## config.mk

```make
export PLATFORM = sky130hd
export DESIGN_NAME = mem_access_unit_flat
export DESIGN_NICKNAME = d
export VERILOG_FILES = /design/src/rtl/mem_access_unit_if.sv /design/src/rtl/mem_access_unit.sv /design/src/flat_wrapper.sv
export SDC_FILE = /design/constraint.sdc
export NUM_CORES = 1
export LEC_CHECK = 0
export CAP_MARGIN = 20
export CORE_ASPECT_RATIO = 0.9
export CORE_MARGIN = 5
export CORE_UTILIZATION = 43
export DETAILED_ROUTE_END_ITERATION = 10
export GPL_ROUTABILITY_DRIVEN = 0
export PLACE_DENSITY_LB_ADDON = 0.1
export REMOVE_ABC_BUFFERS = 1
export SETUP_SLACK_MARGIN = 0.3
export SLEW_MARGIN = 15
export SYNTH_ARGS = -nofsm -noshare
export SYNTH_HDL_FRONTEND = slang
export SYNTH_SLANG_ARGS = --single-unit
```

## constraint.sdc

```tcl
create_clock -name CLK -period 1.9 [get_ports CLK]
set_input_delay 0.475 -clock CLK [delete_from_list [all_inputs] [get_ports CLK]]
set_output_delay 0.475 -clock CLK [all_outputs]
set_load 0.02 [all_outputs]
```

## src/rtl/mem_access_unit_if.sv

```systemverilog
// Data-bus bundle between mem_access_unit (master) and data memory (slave).
// Single outstanding request: mem_req held until mem_ready.
interface mem_access_unit_if;
  logic        mem_req;
  logic        mem_we;
  logic [31:0] mem_addr;
  logic [3:0]  mem_wmask;
  logic [31:0] mem_wdata;
  logic        mem_ready;
  logic [31:0] mem_rdata;

  modport master (
    output mem_req, mem_we, mem_addr, mem_wmask, mem_wdata,
    input  mem_ready, mem_rdata
  );

  modport slave (
    input  mem_req, mem_we, mem_addr, mem_wmask, mem_wdata,
    output mem_ready, mem_rdata
  );
endinterface

```

## src/rtl/mem_access_unit.sv

```systemverilog
// mem_access_unit: data-memory side of the load/store path.
// Accepts one access per instruction, stalls the core while a single
// req/ready transaction runs, builds byte-lane masks / replicated store data,
// and sign/zero-extends load results.
// Optional feature: define MEM_ACCESS_MISALIGN_TRAP_EN to trap misaligned
// accesses (no bus request, misaligned pulse with done) instead of
// truncating the low address bits.
module mem_access_unit #(
  parameter int unsigned TIMEOUT_CYCLES = 255
) (
  input  logic               CLK,
  input  logic               reset,
  input  logic               memory_en,
  input  logic [1:0]         store_size,
  input  logic [2:0]         funct3,
  input  logic [31:0]        addr,
  input  logic [31:0]        wdata,
  output logic               stall,
  output logic               done,
  output logic [31:0]        rdata,
  output logic               bus_err,
  output logic               misaligned,
  mem_access_unit_if.master  bus
);

  typedef enum logic [1:0] {IDLE, REQ, DONE} state_t;

  localparam logic [7:0] TO_LAST = 8'(TIMEOUT_CYCLES - 1);

  state_t      state;
  logic [7:0]  cnt;
  logic [2:0]  f3_q;
  logic [1:0]  off_q;

  logic        is_load;
  logic [3:0]  cap_mask;
  logic [31:0] cap_wdata;
  logic        trap;
  logic [7:0]  sel_b;
  logic [15:0] sel_h;
  logic [31:0] ext;

  // Lane mask / replicated data for the access presented in IDLE
  always_comb begin
    is_load   = (store_size == 2'b11);
    cap_mask  = '0;
    cap_wdata = '0;
    case (store_size)
      2'b00: begin
        cap_mask  = 4'b0001 << addr[1:0];
        cap_wdata = {4{wdata[7:0]}};
      end
      2'b01: begin
        cap_mask  = addr[1] ? 4'b1100 : 4'b0011;
        cap_wdata = {2{wdata[15:0]}};
      end
      2'b10: begin
        cap_mask  = 4'b1111;
        cap_wdata = wdata;
      end
      default: ;
    endcase
  end

`ifdef MEM_ACCESS_MISALIGN_TRAP_EN
  // Misalignment detect: half needs addr[0]=0, word/LW needs addr[1:0]=0
  always_comb begin
    trap = 1'b0;
    if (!is_load) begin
      if (store_size == 2'b01) trap = addr[0];
      else if (store_size == 2'b10) trap = (addr[1:0] != 2'b00);
    end else begin
      case (funct3)
        3'b000, 3'b100: trap = 1'b0;
        3'b001, 3'b101: trap = addr[0];
        default:        trap = (addr[1:0] != 2'b00);
      endcase
    end
  end
`else
  // Low address bits are truncated instead of trapped
  always_comb trap = 1'b0;
`endif

  // Load extraction from the returned word using captured offset/type
  always_comb begin
    sel_b = bus.mem_rdata[{off_q, 3'b000} +: 8];
    sel_h = off_q[1] ? bus.mem_rdata[31:16] : bus.mem_rdata[15:0];
    case (f3_q)
      3'b000:  ext = {{24{sel_b[7]}}, sel_b};
      3'b001:  ext = {{16{sel_h[15]}}, sel_h};
      3'b100:  ext = {24'h0, sel_b};
      3'b101:  ext = {16'h0, sel_h};
      default: ext = bus.mem_rdata;
    endcase
  end

  // Stall is combinational in IDLE so the PC freezes in the accepting cycle
  always_comb begin
    case (state)
      IDLE:    stall = memory_en;
      REQ:     stall = 1'b1;
      default: stall = 1'b0;
    endcase
  end

  // Transaction FSM with registered bus and status outputs
  always_ff @(posedge CLK) begin
    if (reset) begin
      state          <= IDLE;
      cnt            <= '0;
      f3_q           <= '0;
      off_q          <= '0;
      done           <= 1'b0;
      bus_err        <= 1'b0;
      misaligned     <= 1'b0;
      rdata          <= '0;
      bus.mem_req    <= 1'b0;
      bus.mem_we     <= 1'b0;
      bus.mem_addr   <= '0;
      bus.mem_wmask  <= '0;
      bus.mem_wdata  <= '0;
    end else begin
      done       <= 1'b0;
      bus_err    <= 1'b0;
      misaligned <= 1'b0;
      case (state)
        IDLE: begin
          if (memory_en) begin
            if (trap) begin
              done       <= 1'b1;
              misaligned <= 1'b1;
              state      <= DONE;
            end else begin
              bus.mem_req   <= 1'b1;
              bus.mem_we    <= !is_load;
              bus.mem_addr  <= {addr[31:2], 2'b00};
              bus.mem_wmask <= cap_mask;
              bus.mem_wdata <= cap_wdata;
              f3_q          <= funct3;
              off_q         <= addr[1:0];
              cnt           <= '0;
              state         <= REQ;
            end
          end
        end
        REQ: begin
          if (bus.mem_ready) begin
            bus.mem_req <= 1'b0;
            if (!bus.mem_we) rdata <= ext;
            done  <= 1'b1;
            state <= DONE;
          end else if (cnt == TO_LAST) begin
            bus.mem_req <= 1'b0;
            bus_err     <= 1'b1;
            done        <= 1'b1;
            state       <= DONE;
          end else begin
            cnt <= cnt + 8'd1;
          end
        end
        DONE: begin
          cnt   <= '0;
          state <= IDLE;
        end
        default: state <= IDLE;
      endcase
    end
  end

endmodule

```

## src/flat_wrapper.sv

```systemverilog
// flat-port wrapper written by rule: the top's interface ports become plain ports
module mem_access_unit_flat 
#(
  parameter int unsigned TIMEOUT_CYCLES = 255
)
  (CLK, reset, memory_en, store_size, funct3, addr, wdata, stall, done, rdata, bus_err, misaligned, bus_mem_req, bus_mem_we, bus_mem_addr, bus_mem_wmask, bus_mem_wdata, bus_mem_ready, bus_mem_rdata);
  mem_access_unit_if bus_i ();
  input  logic CLK;
  input  logic reset;
  input  logic memory_en;
  input  logic [1:0] store_size;
  input  logic [2:0] funct3;
  input  logic [31:0] addr;
  input  logic [31:0] wdata;
  output logic stall;
  output logic done;
  output logic [31:0] rdata;
  output logic bus_err;
  output logic misaligned;
  output wire logic [$bits(bus_i.mem_req)-1:0] bus_mem_req;
  output wire logic [$bits(bus_i.mem_we)-1:0] bus_mem_we;
  output wire logic [$bits(bus_i.mem_addr)-1:0] bus_mem_addr;
  output wire logic [$bits(bus_i.mem_wmask)-1:0] bus_mem_wmask;
  output wire logic [$bits(bus_i.mem_wdata)-1:0] bus_mem_wdata;
  input wire logic [$bits(bus_i.mem_ready)-1:0] bus_mem_ready;
  input wire logic [$bits(bus_i.mem_rdata)-1:0] bus_mem_rdata;
  assign bus_mem_req = bus_i.mem_req;
  assign bus_mem_we = bus_i.mem_we;
  assign bus_mem_addr = bus_i.mem_addr;
  assign bus_mem_wmask = bus_i.mem_wmask;
  assign bus_mem_wdata = bus_i.mem_wdata;
  assign bus_i.mem_ready = bus_mem_ready;
  assign bus_i.mem_rdata = bus_mem_rdata;
  mem_access_unit #(.TIMEOUT_CYCLES(TIMEOUT_CYCLES)) u_core (.CLK(CLK), .reset(reset), .memory_en(memory_en), .store_size(store_size), .funct3(funct3), .addr(addr), .wdata(wdata), .stall(stall), .done(done), .rdata(rdata), .bus_err(bus_err), .misaligned(misaligned), .bus(bus_i));
endmodule
```

==> results.json <==
{
  "status": "complete, no violations",
  "synth_edf_count": 0,
  "rows": 38,
  "synth_top_area_share_pct": 45.37,
  "yosysTopAreaCell": "dfxtp_1",
  "drt_iter0_drc": 444,
  "wl_per_cell_um": 17.09,
  "drive_gt1_share_pct": 17.81,
  "grt_overflow": 0,
  "power.total_mw": 7.016,
  "htree_levels": 4,
  "portBuffers": 207,
  "start_util_pct": 43.43,
  "clock_latency_ps": 420,
  "dieArea_sq_mm": 0.01430,
  "cap_violations": 0,
  "firstDrtPassIters": 5,
  "yosysSeqAreaShare_pct": 45.37,
  "synthDistinctLibCells": 47,
  "crit_family": "compound AO/OA/AOI/OAI gates",
  "min_period_ps": 1591,
  "cpMaxStageDelayCell": "clkdlybuf4s50_1",
  "fin_skew_ps": 4.813,
  "syn_inst": 622,
  "diodes": 0,
  "yosys_warnings": 0,
  "critPathLaunchType": "input pin",
  "grt_pass1_wl_mm": 27.22,
  "max-vdd-ir-drop_v": 0.0006110,
  "worst_ep_required_time_ps": 2230,
  "cts_tree": "done",
  "place_ws_ps": -294.5,
  "cts_hold_buf": 0,
  "grt_pass1_vias": 5482,
  "ys.flop_type": "dfxtp_1",
  "synth.avg_cell_area_sq_um": 8.300,
  "drc_errors": 0,
  "criticalPathCategory": "input pin to flip-flop",
  "root_buffer": "clkbuf_16",
  "fp.coreArea_sq_mm": 0.01189,
  "synth_area_leaders": "dfxtp_1 (45%), nand2_1 (8.7%), a21oi_1 (8.5%), o21ai_0 (5.7%), mux2_2 (3.1%)",
  "clock-sinks": 117,
  "hold_viol_final": 0,
  "ys_ff_latch": 117,
  "crit_buf_inv": 1,
  "finalSetupViolCount": 0,
  "die_h_um": 113.9,
  "track_usage_pct": 23.73,
  "drv_slew": 0,
  "grt_setup_unrepaired": "true",
  "layout.nets": 955,
  "tns_ps": 0,
  "layout_setup_ws_ps": 309.4,
  "num_vias": 5472,
  "cts.path.max_buffers": 2,
  "routed_wl_mm": 17.41,
  "power_leakage_nw": 3.341,
  "pin_count": 211,
  "worst_ep_arrival_time_ps": 1920,
  "die_w_um": 125.5,
  "netlist_area_sq_mm": 0.005162,
  "cp-end-kind": "flip-flop",
  "place_area_sq_mm": 0.007575,
  "worstPathMaxFanout": 8,
  "avgViaCountPerCell": 5.370,
  "async_reset_ff_share_pct": 0,
  "grt_max_degree": 75,
  "critical-path-max-stage-delay_ps": 500,
  "clk_pin_slew_ps": 50,
  "antenna_found_initial": 0,
  "final_core_util_pct": 68.61,
  "ant_nets": 0,
  "hpwl_mm": 12.00,
  "crit_chain": "clkdlybuf4s50_1, mux2_4, mux2i_1, o311a_4, a211oi_1",
  "finalCritPeriodShare_pct": 83.72,
  "cts-buffers-inserted": 17,
  "fmax_mhz": 628.7,
  "synthToLayoutAreaGrowth_pct": 57.97,
  "power_density_mw_per_mm2": 860.3,
  "hold_path.class": "input pin to flip-flop",
  "n_fill_cell": 983,
  "stdcell_area_sq_mm": 0.008155
}
-- layout by cell type, fill, tap and decap left out, drive strengths merged, types with 10 or more instances in the layout --
cell             n
mux2i           11
nand3           10
a21oi           91
o21ai           61
nand2          120
buf             53
dfxtp          117
dlygate4sd2     34
nor3            12
clkdlybuf4s15   47
clkdlybuf4s50  100
nor2            41
mux2            16
clkbuf          50
-- cell families after synthesis --
kind of cell    Yosys count  synth area share (%)
simple gates            218                 19.49
compound gates          193                 22.08
flops                   117                 45.37
buf+inv                  60                 6.059
mux                      27                 5.768
xor+xnor                  4                0.6787
fa+ha+maj                 2                0.4847
other cells               1               0.07264
-- stage by stage --
step	hold WS (ps)	std cells
after global placement	439.4	981
final	435.2	1019
after detailed placement	446.5	981
after floorplan	465.5	569
after global routing	448.8	1019
after CTS	454.2	1016
-- sequential cells by signal, summed over array words and instances (netlist names) --
register / cells
u_core.bus.mem_addr: 30
u_core.bus.mem_req: 1
u_core.bus.mem_wdata: 32
u_core.bus.mem_we: 1
u_core.bus.mem_wmask: 4
u_core.bus_err: 1
u_core.cnt: 8
u_core.done: 1
u_core.f3_q: 3
u_core.off_q: 2
u_core.rdata: 32
u_core.state: 2
-- routing by layer --
metal	part of all wire [%]	track usage [%]	routed length [um]	up-vias
met3	9.6	10.81	1678	28
met4	1.8	8.526	322	0
met1	40	27.27	6982	2581
li1	-	-	-	2638
met5	0	0	0	-
met2	48	39.17	8429	225
-- power by group --
part / switching, mW / internal [mW] / leakage [nW]
sequential: 0.0903 / 2.62 / 0.961
combinational: 0.730 / 0.662 / 2.11
clock: 1.07 / 1.85 / 0.272
total: 1.89 / 5.12 / 3.34
-- synthesized netlist by cell type (2+ instances only) --
cell type / number
a211oi_1: 7
a21oi_1: 88
a21oi_2: 2
a221oi_1: 8
a2bb2oi_1: 8
a31oi_1: 8
and4bb_2: 3
buf_2: 15
buf_4: 6
buf_6: 6
clkbuf_1: 27
dfxtp_1: 117
ha_1: 2
inv_1: 4
mux2_2: 14
mux2_4: 2
mux2i_1: 11
nand2_1: 120
nand2b_1: 3
nand3_1: 10
nand3b_1: 8
nand4_1: 3
nor2_1: 41
nor2b_1: 3
nor3_1: 12
nor4bb_1: 8
o2111ai_1: 2
o211ai_1: 2
o21ai_0: 59
o21ai_2: 2
or3_1: 2
or3b_1: 2
xor2_1: 3
-- timing repair --
action | in CTS | in global routing
resized for setup | 133 | 95
endpoints found under the setup margin | 173 | 104
gates cloned | 2 | 1
setup buffers | 3 | 2
pin swaps | 3 | 8
endpoints found under the hold margin | 0 | 0
-- worst paths after layout --
path / depth (start not counted) / startpoint / to / slack [ps]
worst max-delay path: 5 / bus_mem_rdata[31] / u_core.rdata[8] / 310
worst min-delay path: 3 / bus_mem_rdata[7] / u_core.rdata[7] / 440
worst max register to register: 6 / u_core.state[0] / u_core.bus.mem_wmask[1] / 350
worst min register to register: 2 / u_core.bus.mem_wdata[3] / u_core.bus.mem_wdata[3] / 450
-- layout make-up --
cell class                 instances  area [sq um]  area share [%]
clock buffer                      26         519.2           6.367
multi-input combinational        448          2604           31.93
timing repair buffer             259          2444           29.96
clock inverter                     4         20.02          0.2455
sequential                       117          2350           28.81
inverter                           5         18.77          0.2301
tap                              160         200.2           2.455
-- tightest hold or removal path, stage by stage --
cell and delay (ps):
dlymetal6s2s_1 150, nand2_1 100, a31oi_1 80
Power figures use the tool's default switching activity.
